**config.mk**
```make
export PLATFORM = sky130hd
export DESIGN_NAME = mem_access_stage
export DESIGN_NICKNAME = d
export VERILOG_FILES = /design/src/rtl/mem_access_stage.sv
export SDC_FILE = /design/constraint.sdc
export NUM_CORES = 1
export LEC_CHECK = 0
export BUFFER_PORTS_ARGS = -buffer_cell sky130_fd_sc_hd__buf_2
export CAP_MARGIN = 20
export CORE_UTILIZATION = 52
export CTS_BUF_LIST = sky130_fd_sc_hd__clkbuf_4 sky130_fd_sc_hd__clkbuf_8
export CTS_CLUSTER_SIZE = 24
export DETAILED_ROUTE_END_ITERATION = 12
export PLACE_DENSITY_LB_ADDON = 0.1
export RECOVER_POWER = 100
export SYNTH_ARGS = -nofsm -noshare
export SYNTH_HDL_FRONTEND = slang
export SYNTH_SLANG_ARGS = --single-unit
```
**constraint.sdc**
```tcl
create_clock -name clock -period 4.7 [get_ports clock]
set_clock_uncertainty 0.15 [all_clocks]
set_input_delay 0.47 -clock clock [delete_from_list [all_inputs] [get_ports clock]]
set_output_delay 0.47 -clock clock [all_outputs]
set_load 0.005 [all_outputs]
```
**src/rtl/mem_access_stage.sv**
```systemverilog
// ---------------------------------------------------------------------------
// mem_access_stage
//
// MEM stage of the 5-stage RV32I pipeline, between EX/MEM and MEM_WB.
// It launches each load or store as one req/ack transaction on the
// data-memory bus. It formats store byte lanes and sign/zero-extends load
// data. It holds the pipeline stalled until the access completes.
//
// Optional build macro:
//   MEM_MISALIGN_TRAP_EN  - when defined, a misaligned access is not sent to
//                           the bus. Instead it raises misalign_out for one
//                           cycle. When undefined, the offending low address
//                           bits are cleared and the access goes ahead.
//
// Ports:
//   clock, reset        rising-edge clock; synchronous active-high reset
//   valid_in            EX/MEM holds a live instruction
//   mem_read_in         load request
//   mem_write_in        store request
//   funct3_in           access size/sign (000 B, 001 H, 010 W, 100 BU, 101 HU)
//   addr_in             byte address (ALU result)
//   store_data_in       rs2 value for stores
//   dmem_req            registered bus request
//   dmem_we             1 = write
//   dmem_addr           word-aligned bus address
//   dmem_wdata          lane-replicated store data
//   dmem_wstrb          byte enables (0000 on reads)
//   dmem_rdata          read word, valid with dmem_ack
//   dmem_ack            completes the transaction at the sampling edge
//   read_data_out       extended load data, held until the next load completes
//   stall_out           freezes the upstream pipeline; MEM_WB not written
//   misalign_out        one-cycle pulse for a trapped misaligned access
//   state_dbg_out       current FSM state (0 IDLE, 1 REQ, 2 DONE)
//
// Bus handshake: dmem_req stays high, with addr/we/wdata/wstrb held constant,
// from the first REQ cycle until a rising edge at which dmem_ack=1 is
// sampled. That edge completes the transaction. dmem_rdata is only looked at
// on that edge. Reset may drop dmem_req without an ack.
// ---------------------------------------------------------------------------
module mem_access_stage #(
    parameter int ADDR_W = 32
) (
    input  logic              clock,
    input  logic              reset,
    input  logic              valid_in,
    input  logic              mem_read_in,
    input  logic              mem_write_in,
    input  logic [2:0]        funct3_in,
    input  logic [ADDR_W-1:0] addr_in,
    input  logic [31:0]       store_data_in,
    output logic              dmem_req,
    output logic              dmem_we,
    output logic [ADDR_W-1:0] dmem_addr,
    output logic [31:0]       dmem_wdata,
    output logic [3:0]        dmem_wstrb,
    input  logic [31:0]       dmem_rdata,
    input  logic              dmem_ack,
    output logic [31:0]       read_data_out,
    output logic              stall_out,
    output logic              misalign_out,
    output logic [1:0]        state_dbg_out
);

    typedef enum logic [1:0] {
        ST_IDLE = 2'd0,
        ST_REQ  = 2'd1,
        ST_DONE = 2'd2
    } state_t;

    localparam logic [1:0] SZ_B = 2'd0;
    localparam logic [1:0] SZ_H = 2'd1;
    localparam logic [1:0] SZ_W = 2'd2;

    state_t            state_q, state_d;
    logic              req_q, req_d;
    logic              we_q, we_d;
    logic [ADDR_W-1:0] addr_q, addr_d;
    logic [31:0]       wdata_q, wdata_d;
    logic [3:0]        wstrb_q, wstrb_d;
    logic [1:0]        size_q, size_d;
    logic [1:0]        off_q, off_d;
    logic              sign_q, sign_d;
    logic [31:0]       rdata_q, rdata_d;
    logic              misalign_q, misalign_d;

    logic       mem_op;
    logic       trap;
    logic       launch;
    logic [1:0] size_in;
    logic [1:0] eff_off;
    logic [3:0] wstrb_fmt;
    logic [31:0] wdata_fmt;
    logic [7:0]  ld_byte;
    logic [15:0] ld_half;
    logic [31:0] ld_ext;

    assign mem_op = valid_in & (mem_read_in | mem_write_in);

    // Size decode. The illegal encodings 011, 110 and 111 are treated as word.
    always_comb begin
        size_in = SZ_W;
        case (funct3_in[1:0])
            2'b00:   size_in = SZ_B;
            2'b01:   size_in = SZ_H;
            default: size_in = SZ_W;
        endcase
    end

`ifdef MEM_MISALIGN_TRAP_EN
    assign trap = ((size_in == SZ_H) & addr_in[0]) |
                  ((size_in == SZ_W) & (addr_in[1:0] != 2'b00));
`else
    assign trap = 1'b0;
`endif

    // The lane offset always has the misaligned low bits cleared. Trapped
    // accesses never reach the bus, so this only matters in the non-trap
    // build, where it is what forces the access to the aligned lanes.
    always_comb begin
        eff_off = 2'b00;
        case (size_in)
            SZ_B:    eff_off = addr_in[1:0];
            SZ_H:    eff_off = {addr_in[1], 1'b0};
            default: eff_off = 2'b00;
        endcase
    end

    // Store lane formatting
    always_comb begin
        wstrb_fmt = 4'b1111;
        wdata_fmt = store_data_in;
        case (size_in)
            SZ_B: begin
                wstrb_fmt = 4'b0001 << eff_off;
                wdata_fmt = {4{store_data_in[7:0]}};
            end
            SZ_H: begin
                wstrb_fmt = 4'b0011 << eff_off;
                wdata_fmt = {2{store_data_in[15:0]}};
            end
            default: begin
                wstrb_fmt = 4'b1111;
                wdata_fmt = store_data_in;
            end
        endcase
    end

    // Load lane select and extension, using the attributes latched at launch
    always_comb begin
        ld_byte = dmem_rdata[{off_q, 3'b000} +: 8];
        ld_half = dmem_rdata[{off_q[1], 4'b0000} +: 16];
        ld_ext  = dmem_rdata;
        case (size_q)
            SZ_B:    ld_ext = {{24{sign_q & ld_byte[7]}}, ld_byte};
            SZ_H:    ld_ext = {{16{sign_q & ld_half[15]}}, ld_half};
            default: ld_ext = dmem_rdata;
        endcase
    end

    assign launch = (state_q == ST_IDLE) & mem_op & ~trap;

    // A trapped op only raises the pulse. It never stalls.
    assign misalign_d = (state_q == ST_IDLE) & mem_op & trap;

    always_comb begin
        state_d = state_q;
        req_d   = req_q;
        we_d    = we_q;
        addr_d  = addr_q;
        wdata_d = wdata_q;
        wstrb_d = wstrb_q;
        size_d  = size_q;
        off_d   = off_q;
        sign_d  = sign_q;
        rdata_d = rdata_q;
        case (state_q)
            ST_IDLE: begin
                if (launch) begin
                    state_d = ST_REQ;
                    req_d   = 1'b1;
                    we_d    = mem_write_in;
                    addr_d  = {addr_in[ADDR_W-1:2], 2'b00};
                    wdata_d = wdata_fmt;
                    wstrb_d = mem_write_in ? wstrb_fmt : 4'b0000;
                    size_d  = size_in;
                    off_d   = eff_off;
                    sign_d  = ~funct3_in[2];
                end
            end
            ST_REQ: begin
                if (dmem_ack) begin
                    state_d = ST_DONE;
                    req_d   = 1'b0;
                    if (!we_q) rdata_d = ld_ext;
                end
            end
            ST_DONE: begin
                // EX/MEM still holds the finished op during this cycle, so
                // return to IDLE without looking at mem_op.
                state_d = ST_IDLE;
            end
            default: begin
                state_d = ST_IDLE;
                req_d   = 1'b0;
            end
        endcase
    end

    always_ff @(posedge clock) begin
        if (reset) begin
            state_q    <= ST_IDLE;
            req_q      <= 1'b0;
            we_q       <= 1'b0;
            addr_q     <= '0;
            wdata_q    <= '0;
            wstrb_q    <= '0;
            size_q     <= SZ_W;
            off_q      <= 2'b00;
            sign_q     <= 1'b0;
            rdata_q    <= '0;
            misalign_q <= 1'b0;
        end else begin
            state_q    <= state_d;
            req_q      <= req_d;
            we_q       <= we_d;
            addr_q     <= addr_d;
            wdata_q    <= wdata_d;
            wstrb_q    <= wstrb_d;
            size_q     <= size_d;
            off_q      <= off_d;
            sign_q     <= sign_d;
            rdata_q    <= rdata_d;
            misalign_q <= misalign_d;
        end
    end

    assign dmem_req      = req_q;
    assign dmem_we       = we_q;
    assign dmem_addr     = addr_q;
    assign dmem_wdata    = wdata_q;
    assign dmem_wstrb    = wstrb_q;
    assign read_data_out = rdata_q;
    assign stall_out     = launch | (state_q == ST_REQ);
    assign misalign_out  = misalign_q;
    assign state_dbg_out = state_q;

endmodule
```
After elaboration in Yosys (flattened, before gate mapping)
Cells that the tools add are included.

cells by class
  equal/unequal tests = 7
  shift-type cells = 4
  mux-type cells = 12
  bitwise gates (word level) = 9
  reductions and logical operators = 8

operator list
  cell                                                 count
  one-hot mux 32 bit (2 select lines)                  2
  indexed part select 32 x 6 -> 16 bit                 1
  indexed part select 32 x 6 -> 8 bit                  1
  one-hot mux 2 bit (2 select lines)                   3
  equality test 2 x 1 -> 1 bit, second input constant  4
  zero test 2 bit                                      4
  one-hot mux 4 bit (2 select lines)                   1
  AND reduction 3 bit                                  2
  AND 1 bit                                            4
  2-to-1 mux 2 bit                                     2
  2-to-1 mux 4 bit                                     1
  != test 2 bit, second input constant                 2
  AND reduction 2 bit                                  2
  left shift 1 x 2 -> 4 bit, first input constant      1
  left shift 2 x 2 -> 4 bit, first input constant      1
  NOT 1 bit                                            3
  one-hot mux 1 bit (3 select lines)                   1
  equality test 2 bit, second input constant           1
  2-to-1 mux 1 bit                                     2
  OR 1 bit                                             2

storage, ports and cells
  register bits after elaboration = 107
  bits of input ports = 105
  logic and storage cells = 50

Logic depth before layout (Yosys ltp)
Gate-level depths: netlist (run 1).

  depth after elaboration = 7
  gate-level depth with buffers = 7
  mapped depth without buffers = 4

Worst setup path before layout (run 1)
No wires, ideal clock.

  path type = input to register
  start point = input dmem_ack
  end point = register rdata_q[20] (netlist: read_data_out[20])
  library setup time = 134 ps
  arrival = 1423 ps
  data required time = 4416 ps
  slack = 2993 ps
  cell stages on the path = 6
  cells stage by stage = nand3b_1 -> or2_1 -> buf_2 -> a21oi_4 -> buf_2 -> a211oi_1

between the ends
  word-level cells in the longest chain between the ends = 1

RTL lines
  what                                  line  source
  start: declaration                    57    input logic dmem_ack,
  AND reduction 3 bit (no source line)  -
  end signal: assignment                232   rdata_q <= rdata_d;
  end: declaration                      83    logic [31:0] rdata_q, rdata_d;

No other way between the ends.
A chain may end at the register's enable or synchronous reset.

Worst setup path after layout (run 1)
  start point = register size_q[0]
  end point = register rdata_q[14] (netlist: read_data_out[14])

between the ends
  word-level cells in the longest chain between the ends = 2
  elaborated cells on any way between the ends = 3

RTL lines
  what                                                                    line  source
  start: declaration                                                      80    logic [1:0] size_q, size_d;
  start signal: assignment                                                229   size_q <= size_d;
  equality test 2 x 1 -> 1 bit / zero test 2 bit (equally long branches)  153   case (size_q)
  one-hot mux 32 bit (2 select lines) (*)                                 153

Every way passes the cells marked *; elsewhere a longest branch is shown, timed or not.

==> results.tsv, run 1 <==
stage	metric	value	unit
placed_design	dpl.hpwl	8680	um
yosys	yosysTopAreaCell	dfxtp_1	
yosys	async_reset_ff_share	0	%
setup_path	reg2reg_depth	4	
layout	final_cell_mix	168 x buf_2, 144 x nand2_1, 107 x dfxtp_1	
setup_path	crit_arrival	2.80	ns
outcome	status	complete, but fails checks	
grt	gr-total-overflow	0	
detailed_routing	drc	0	
setup_path	rrSetupSlack	1.87	ns
yosys	netlist_instances	580	
outcome	violations	max-capacitance violations, max-slew violations	
placed_design	place_congestion	0.942	
setup_path	r2r_end	read_data_out[14]$_SDFFE_PP0P_	
setup_path	crit_type	reg -> reg	
yosys	synth.top_cell.area_share	45.6	%
setup_path	cp-end-kind	flop	
detailed_routing	via_per_inst	5.39	
detailed_routing	drtAntennaViolNets	0	
sta	finalSetupViolations	0	
clock_tree	cts_buffers	9	
clock_tree	clockRootBuffer	clkbuf_8	
sta	fmax	353	MHz
detailed_routing	routed_wl	12600	um
floorplan	start_util	53.8	%
yosys	synth_edf_count	0	
floorplan	placementRows	34	
pwr	p_sw_share	28.4	%
yosys	yosysUniqueCellTypes	36	
pwr	pwr-share-seq	52.6	%
detailed_routing	drt_pass1_iterations	4	
flow_run	maxCapViolCount	2	
sta	finalSetupTns	0	ns
yosys	netlist_area	4690	um^2
yosys	synth_seq_cells	107	
layout	layout_commonest_cell	buf_2	
pwr	p_comb_share	17.1	%
clock_tree	cts_setup_buffers	0	
yosys	synthFlopType	dfxtp_1	
detailed_routing	drt-initial-drc-count	219	
setup_path	startpoint_type	flop	
detailed_routing	avgRoutedWirePerCell	14.6	um
floorplan	dieArea	9410	um^2
clock_tree	ctsResizeCount	0	
floorplan	die_w	97.0	um
layout	area_delta_synth_final	24.5	%
sta	period_needed	2.83	ns
clock_tree	ctsHoldBuffers	0	
placed_design	place_area	5690	um^2
yosys	syn_avg_cell_area	8.09	um^2
layout	fill_cells	779	
worst_hold_path	hold_path.startpoint	funct3_in[2]	
placed_design	io_buffers	207	
floorplan	die_h	97.0	um
grt	antenna_found_initial	0	
layout	nNetsFinal	856	
pwr	cellLeakagePower	2.47	nW
clock_tree	clkTransAtPathRegs	0.10	ns
setup_path	cp.required	4.67	ns
setup_path	crit_start	size_q[0]$_SDFFE_PP0P_	
grt	grt_max_degree	108	
setup_path	cp_max_fo	22	
pwr	power_switching	539	uW
clock_tree	cts_max_level	3	
sta	maxSlewViolCount	168	
layout	n_antenna_cell	0	
pwr	power.density	325	nW/um^2
setup_path	worstSetupEndpoint	read_data_out[14]$_SDFFE_PP0P_	
sta	worst_pin_slew	2.16	ns
sta	hold_viol	0	
pwr	vdd.ir_drop.worst	171	uV
clock_tree	tritoncts	yes	
layout	drive_gt1_share	27.3	%
grt	grt_pass1_wl	19900	um
pwr	p_clk_share	30.2	%
yosys	netlist_top_cells_area	dfxtp_1 46%, nand2_1 12%, a21oi_1 6.3%, a211oi_1 4.3%, nor2_1 4.2%	
setup_path	cp_cell_sequence	nand2b_1 -> o22ai_1 -> a211oi_1 -> a2111oi_0	
clock_tree	cts_num_sinks	107	
setup_path	slowest_delay	0.73	ns
setup_path	critPathSlowestCell	a211oi_1	
layout	final_area	5840	um^2
floorplan	num_io_pins	211	
clock_tree	clk_latency	0.35	ns
pwr	p_int	1.36	mW
setup_path	r2r_start	size_q[0]$_SDFFE_PP0P_	
grt	grt_pass1_vias	4117	
yosys	ys_seq_area_share	45.6	%
detailed_routing	vias	4648	
grt	grt_util_all_layers	25.6	%
sta	slew_headroom	-44.0	%
clock_tree	cts_buffer_depth	2	
sta	min_period_over_period	60.2	%
worst_hold_path	timing.hold.worst.class	in -> reg	
floorplan	coreArea	8720	um^2
sta	rsz0062_at_grt	false	
yosys	yosysWarnings	0	
-- power by group through the flow --
| stage | sequential (mW) | clock, mW | combinational [mW] |
|---|---|---|---|
| 2_1_floorplan | 1.02 | 0 | 0.185 |
| 5_1_grt | 1.01 | 0.622 | 0.362 |
| 6_report | 0.999 | 0.574 | 0.326 |
| 4_1_cts | 0.999 | 0.584 | 0.327 |
| 3_5_place_dp | 1.02 | 0 | 0.325 |
| 3_3_place_gp | 1.02 | 0 | 0.318 |
-- cell families after synthesis --
family / Yosys count / share of synthesized area, %
AOI/OAI and AO/OA: 146 / 19.9
buffers and inverters: 55 / 5.09
DFF: 107 / 45.6
muxes: 33 / 7.41
other: 1 / 0.0799
and+or+nand+nor: 238 / 21.9
-- synthesized netlist by cell type (3+ instances only) --
master / n
a311oi_1: 15
a21oi_1: 59
mux2_2: 14
o21ai_0: 25
mux2i_1: 19
nor3b_1: 15
or3_1: 3
nor2_1: 52
and2_1: 7
a2111oi_0: 7
nand3b_1: 4
a22oi_1: 7
clkbuf_1: 32
a211oi_1: 27
nand2_1: 144
buf_4: 3
nand2b_1: 3
buf_2: 17
dfxtp_1: 107
-- registers in the layout, summed over array words and instances, names as in the netlist --
signal,flops
dmem_wstrb,4
off_q,2
state_dbg_out,2
read_data_out,32
dmem_req,1
sign_q,1
dmem_addr,30
dmem_wdata,32
dmem_we,1
size_q,2
-- per-layer routing --
metal | track usage, % | share of wire (%)
met5 | 0 | 0
met4 | 9.07 | 2.2
met3 | 5.42 | 6.9
met2 | 38.7 | 45
met1 | 36.1 | 46
-- layout make-up --
type                    instances  area (um^2)  area share [%]
well taps                     108          135            2.31
flip-flops and latches        107         2140            36.7
repair buffers                211         1050            18.0
clock inverters                 6         75.1            1.28
multi-input cells             420         2310            39.5
clock buffers                   9          124            2.12
inverters                       2         7.51           0.128
-- metrics by stage --
stage	util (%)	hold slack [ns]	setup slack, ns	power, mW	std cells
final	67.0	0.152	1.87	1.90	863
after global routing	67.0	0.135	1.58	1.99	863
after CTS	67.5	0.143	2.27	1.91	862
after detailed placement	65.2	0.293	2.23	1.34	847
after global placement	65.2	0.290	2.27	1.34	847
after floorplan	-	0.295	2.99	1.20	582
-- worst max-delay path, delay by kind of cell (launching register included) --
kind	cells	cell delay, ns
AOI/OAI and AO/OA	3	1.21
DFF	1	0.57
and+or+nand+nor	1	0.68
-- worst min path at each step --
| stage | end | slack [ns] | depth (start not counted) |
|---|---|---|---|
| after global routing | sign_q$_SDFFE_PP0P_ | 0.14 | 2 |
| final | sign_q$_SDFFE_PP0P_ | 0.15 | 2 |
| after detailed placement | dmem_addr[25]$_SDFFE_PP0P_ | 0.29 | 2 |
| after CTS | sign_q$_SDFFE_PP0P_ | 0.14 | 2 |
| after global placement | dmem_addr[27]$_SDFFE_PP0P_ | 0.29 | 2 |
| after floorplan | off_q[0]$_SDFFE_PP0P_ | 0.29 | 2 |
Power figures use the tool's default switching activity.
==> run 2: changes to the inputs <==
- ABC_AREA: unset -> 1
- CORE_UTILIZATION: 52 -> 49
- clock period: 4.7 -> 2.8 ns (I/O delays scaled with it)
==> run 2 against run 1 <==
The flow now finishes without violations. Utilization down 1.2 points. Routed wire length up 12%. First-iteration DRC count up 1.8%. Total power up 67%. Global-route usage up 2.4 points. Sequential power up 67%. Combinational power up 80%. Highest routed layer unchanged.
==> results.tsv, run 2 <==
stage	metric	value	unit
outcome	status	finished, final reports clean	
layout	layout_commonest_cell	nand2_1	
flow_run	maxCapViolCount	0	
setup_path	worstPathBufferInverterCount	2	
setup_path	r2r_end	read_data_out[13]$_SDFFE_PP0P_	
pwr	power.density	518	nW/um^2
placed_design	dp.cells	950	
setup_path	cp_cell_sequence	nor2_1 -> nand2_2 -> buf_4 -> nand2_1 -> buf_2	
setup_path	cp_max_fo	66	
yosys	synth.top_cell.area_share	45.3	%
floorplan	num_io_pins	211	
pwr	p_int	2.24	mW
yosys	netlist_instances	652	
placed_design	place_congestion	0.910	
detailed_routing	vias	5090	
sta	fmax	461	MHz
yosys	netlist_area	4730	um^2
yosys	async_reset_ff_share	0	%
setup_path	reg2reg_depth	9	
setup_path	cp.required	2.37	ns
yosys	synth-simple-area-share	24.5	%
clock_tree	cts_max_level	3	
setup_path	crit_arrival	1.74	ns
yosys	synth-adder-area-share	0	%
floorplan	dieArea	10000	um^2
sta	slew_headroom	2.88	%
floorplan	coreArea	9280	um^2
sta	period_needed	2.17	ns
floorplan	start_util	50.9	%
setup_path	r2r_start	state_dbg_out[0]$_SDFFE_PP0P_	
yosys	synth_edf_count	0	
layout	finalNonFillerCells	992	
yosys	yosysWarnings	0	
pwr	p_comb_share	18.5	%
yosys	yosys.cell_count.top_type	nand2_1	
floorplan	die_h	100	um
detailed_routing	via_per_inst	5.13	
grt	grt_pass1_wl	22400	um
floorplan	die_w	100	um
yosys	synthFlopType	dfxtp_1	
clock_tree	clockRootBuffer	clkbuf_8	
yosys	ys_seq_area_share	45.3	%
pwr	p_clk_share	28.5	%
layout	nNetsFinal	962	
worst_hold_path	timing.hold.worst.class	in -> reg	
layout	drive_gt1_share	23.8	%
placed_design	pre_cts_ws	0.901	ns
pwr	cellLeakagePower	2.81	nW
sta	maxSlewViolCount	0	
setup_path	crit_start	state_dbg_out[0]$_SDFFE_PP0P_	
setup_path	worst-path-stages	5	
placed_design	dpl.hpwl	9770	um
grt	grt_util_all_layers	28.1	%
floorplan	placementRows	35	
setup_path	worstSetupEndpoint	stall_out	
layout	final_area	6110	um^2
sta	worst_pin_slew	1.46	ns
yosys	netlist_top_cells_area	dfxtp_1 45%, nand2_1 17%, a21oi_1 11%, o21ai_0 3.8%, inv_1 2.8%	
yosys	ys_top_cells_by_count	209 x nand2_1, 107 x dfxtp_1, 105 x a21oi_1	
yosys	synth_compound_area_share	21.2	%
placed_design	place_area	5750	um^2
grt	grt_max_degree	71	
detailed_routing	drc	0	
sta	rsz0062_at_grt	false	
setup_path	rrSetupSlack	0.64	ns
pwr	power_switching	925	uW
yosys	syn_avg_cell_area	7.25	um^2
layout	multiInputGateArea	2170	um^2
pwr	pwr-share-seq	52.9	%
clock_tree	cts_buffers	9	
yosys	synthXorXnorAreaFrac	0	%
worst_hold_path	min_path_cells	3	
detailed_routing	avgRoutedWirePerCell	14.3	um
setup_path	slowest_delay	0.54	ns
sta	hold_slack	0.0198	ns
clock_tree	cts_num_sinks	107	
clock_tree	clkTransAtPathRegs	0.10	ns
clock_tree	cts_buffer_depth	2	
layout	fill_cells	894	
layout	regArea	2140	um^2
sta	finalSetupViolations	0	
setup_path	critPathSlowestCell	buf_4	
setup_path	startpoint_type	flop	
sta	min_period_over_period	77.5	%
clock_tree	ctsResizeCount	0	
clock_tree	clk_latency	0.36	ns
setup_path	crit_type	reg -> out	
sta	hold_viol	0	
yosys	synth_top_family_by_area	simple AND/OR/NAND/NOR gates	
detailed_routing	routed_wl	14100	um
yosys	muxShareOfSynthArea	0	%
detailed_routing	drt-initial-drc-count	223	
layout	final_cell_mix	208 x nand2_1, 149 x buf_2, 107 x dfxtp_1	
clock_tree	tritoncts	yes	
setup_path	cp-end-kind	primary output	
setup_path	cp_top_family	buffers and inverters	
pwr	power.total	3.16	mW
detailed_routing	drtAntennaViolNets	0	
pwr	p_sw_share	29.2	%
yosys	synth_seq_cells	107	
sta	finalSetupTns	0	ns
grt	gr-total-overflow	0	
yosys	yosysTopAreaCell	dfxtp_1	
detailed_routing	drt_pass1_iterations	4	
pwr	vdd.ir_drop.worst	333	uV
placed_design	io_buffers	207	
layout	final_util	65.8	%
grt	antenna_found_initial	1	
yosys	yosysUniqueCellTypes	31	
sta	setup_ws	0.630	ns
grt	grt_pass1_vias	4756	
layout	area_delta_synth_final	29.2	%
-- run 2: cells by family after synthesis --
kind of cell           Yosys count
AOI/OAI and AO/OA              180
buffers and inverters           87
DFF                            107
other                            1
and+or+nand+nor                277
-- run 2: worst min path at each step --
stage	startpoint	end	slack [ns]
2_1_floorplan	funct3_in[2]	sign_q$_SDFFE_PP0P_	0.22
3_3_place_gp	dmem_addr[2]$_SDFFE_PP0P_	dmem_addr[2]$_SDFFE_PP0P_	0.30
3_5_place_dp	dmem_addr[28]$_SDFFE_PP0P_	dmem_addr[28]$_SDFFE_PP0P_	0.30
4_1_cts	addr_in[18]	dmem_addr[18]$_SDFFE_PP0P_	0.002
5_1_grt	addr_in[18]	dmem_addr[18]$_SDFFE_PP0P_	0.009
6_report	addr_in[18]	dmem_addr[18]$_SDFFE_PP0P_	0.02
-- run 2: repair_timing --
action                    4_1_cts  5_1_grt
setup buffers                   0        0
hold endpoints to repair       25        0
hold buffers                   25        0
-- run 2: worst reg2reg max path, delay by kind of cell (launching register included) --
family,cells,cell delay (ns)
and+or+nand+nor,4,0.57
buffers and inverters,5,0.98
DFF,1,0.40
-- run 2: power groups by stage --
stage / sequential (mW) / clock [mW] / combinational (mW)
floorplan: 1.71 / 0 / 0.327
global placement: 1.70 / 0 / 0.558
detailed placement: 1.70 / 0 / 0.567
CTS: 1.67 / 0.929 / 0.595
global route: 1.69 / 0.985 / 0.657
finish: 1.67 / 0.903 / 0.586
-- run 2: layout make-up --
class | instances | area share, %
antenna | 1 | 0.0410
inverter | 40 | 2.76
timing repair buffer | 239 | 20.8
clock inverter | 4 | 0.573
clock buffer | 12 | 2.50
multi-input combinational | 460 | 35.6
sequential | 107 | 35.1
tap | 129 | 2.64
-- run 2: metal layers --
layer / up-vias / global-route usage (%) / part of all wire, %
li1: 2536 / - / -
met4: 0 / 12.2 / 3.1
met3: 33 / 6.41 / 7.5
met1: 2309 / 34.1 / 41
met2: 212 / 47.5 / 48
met5: - / 0 / 0
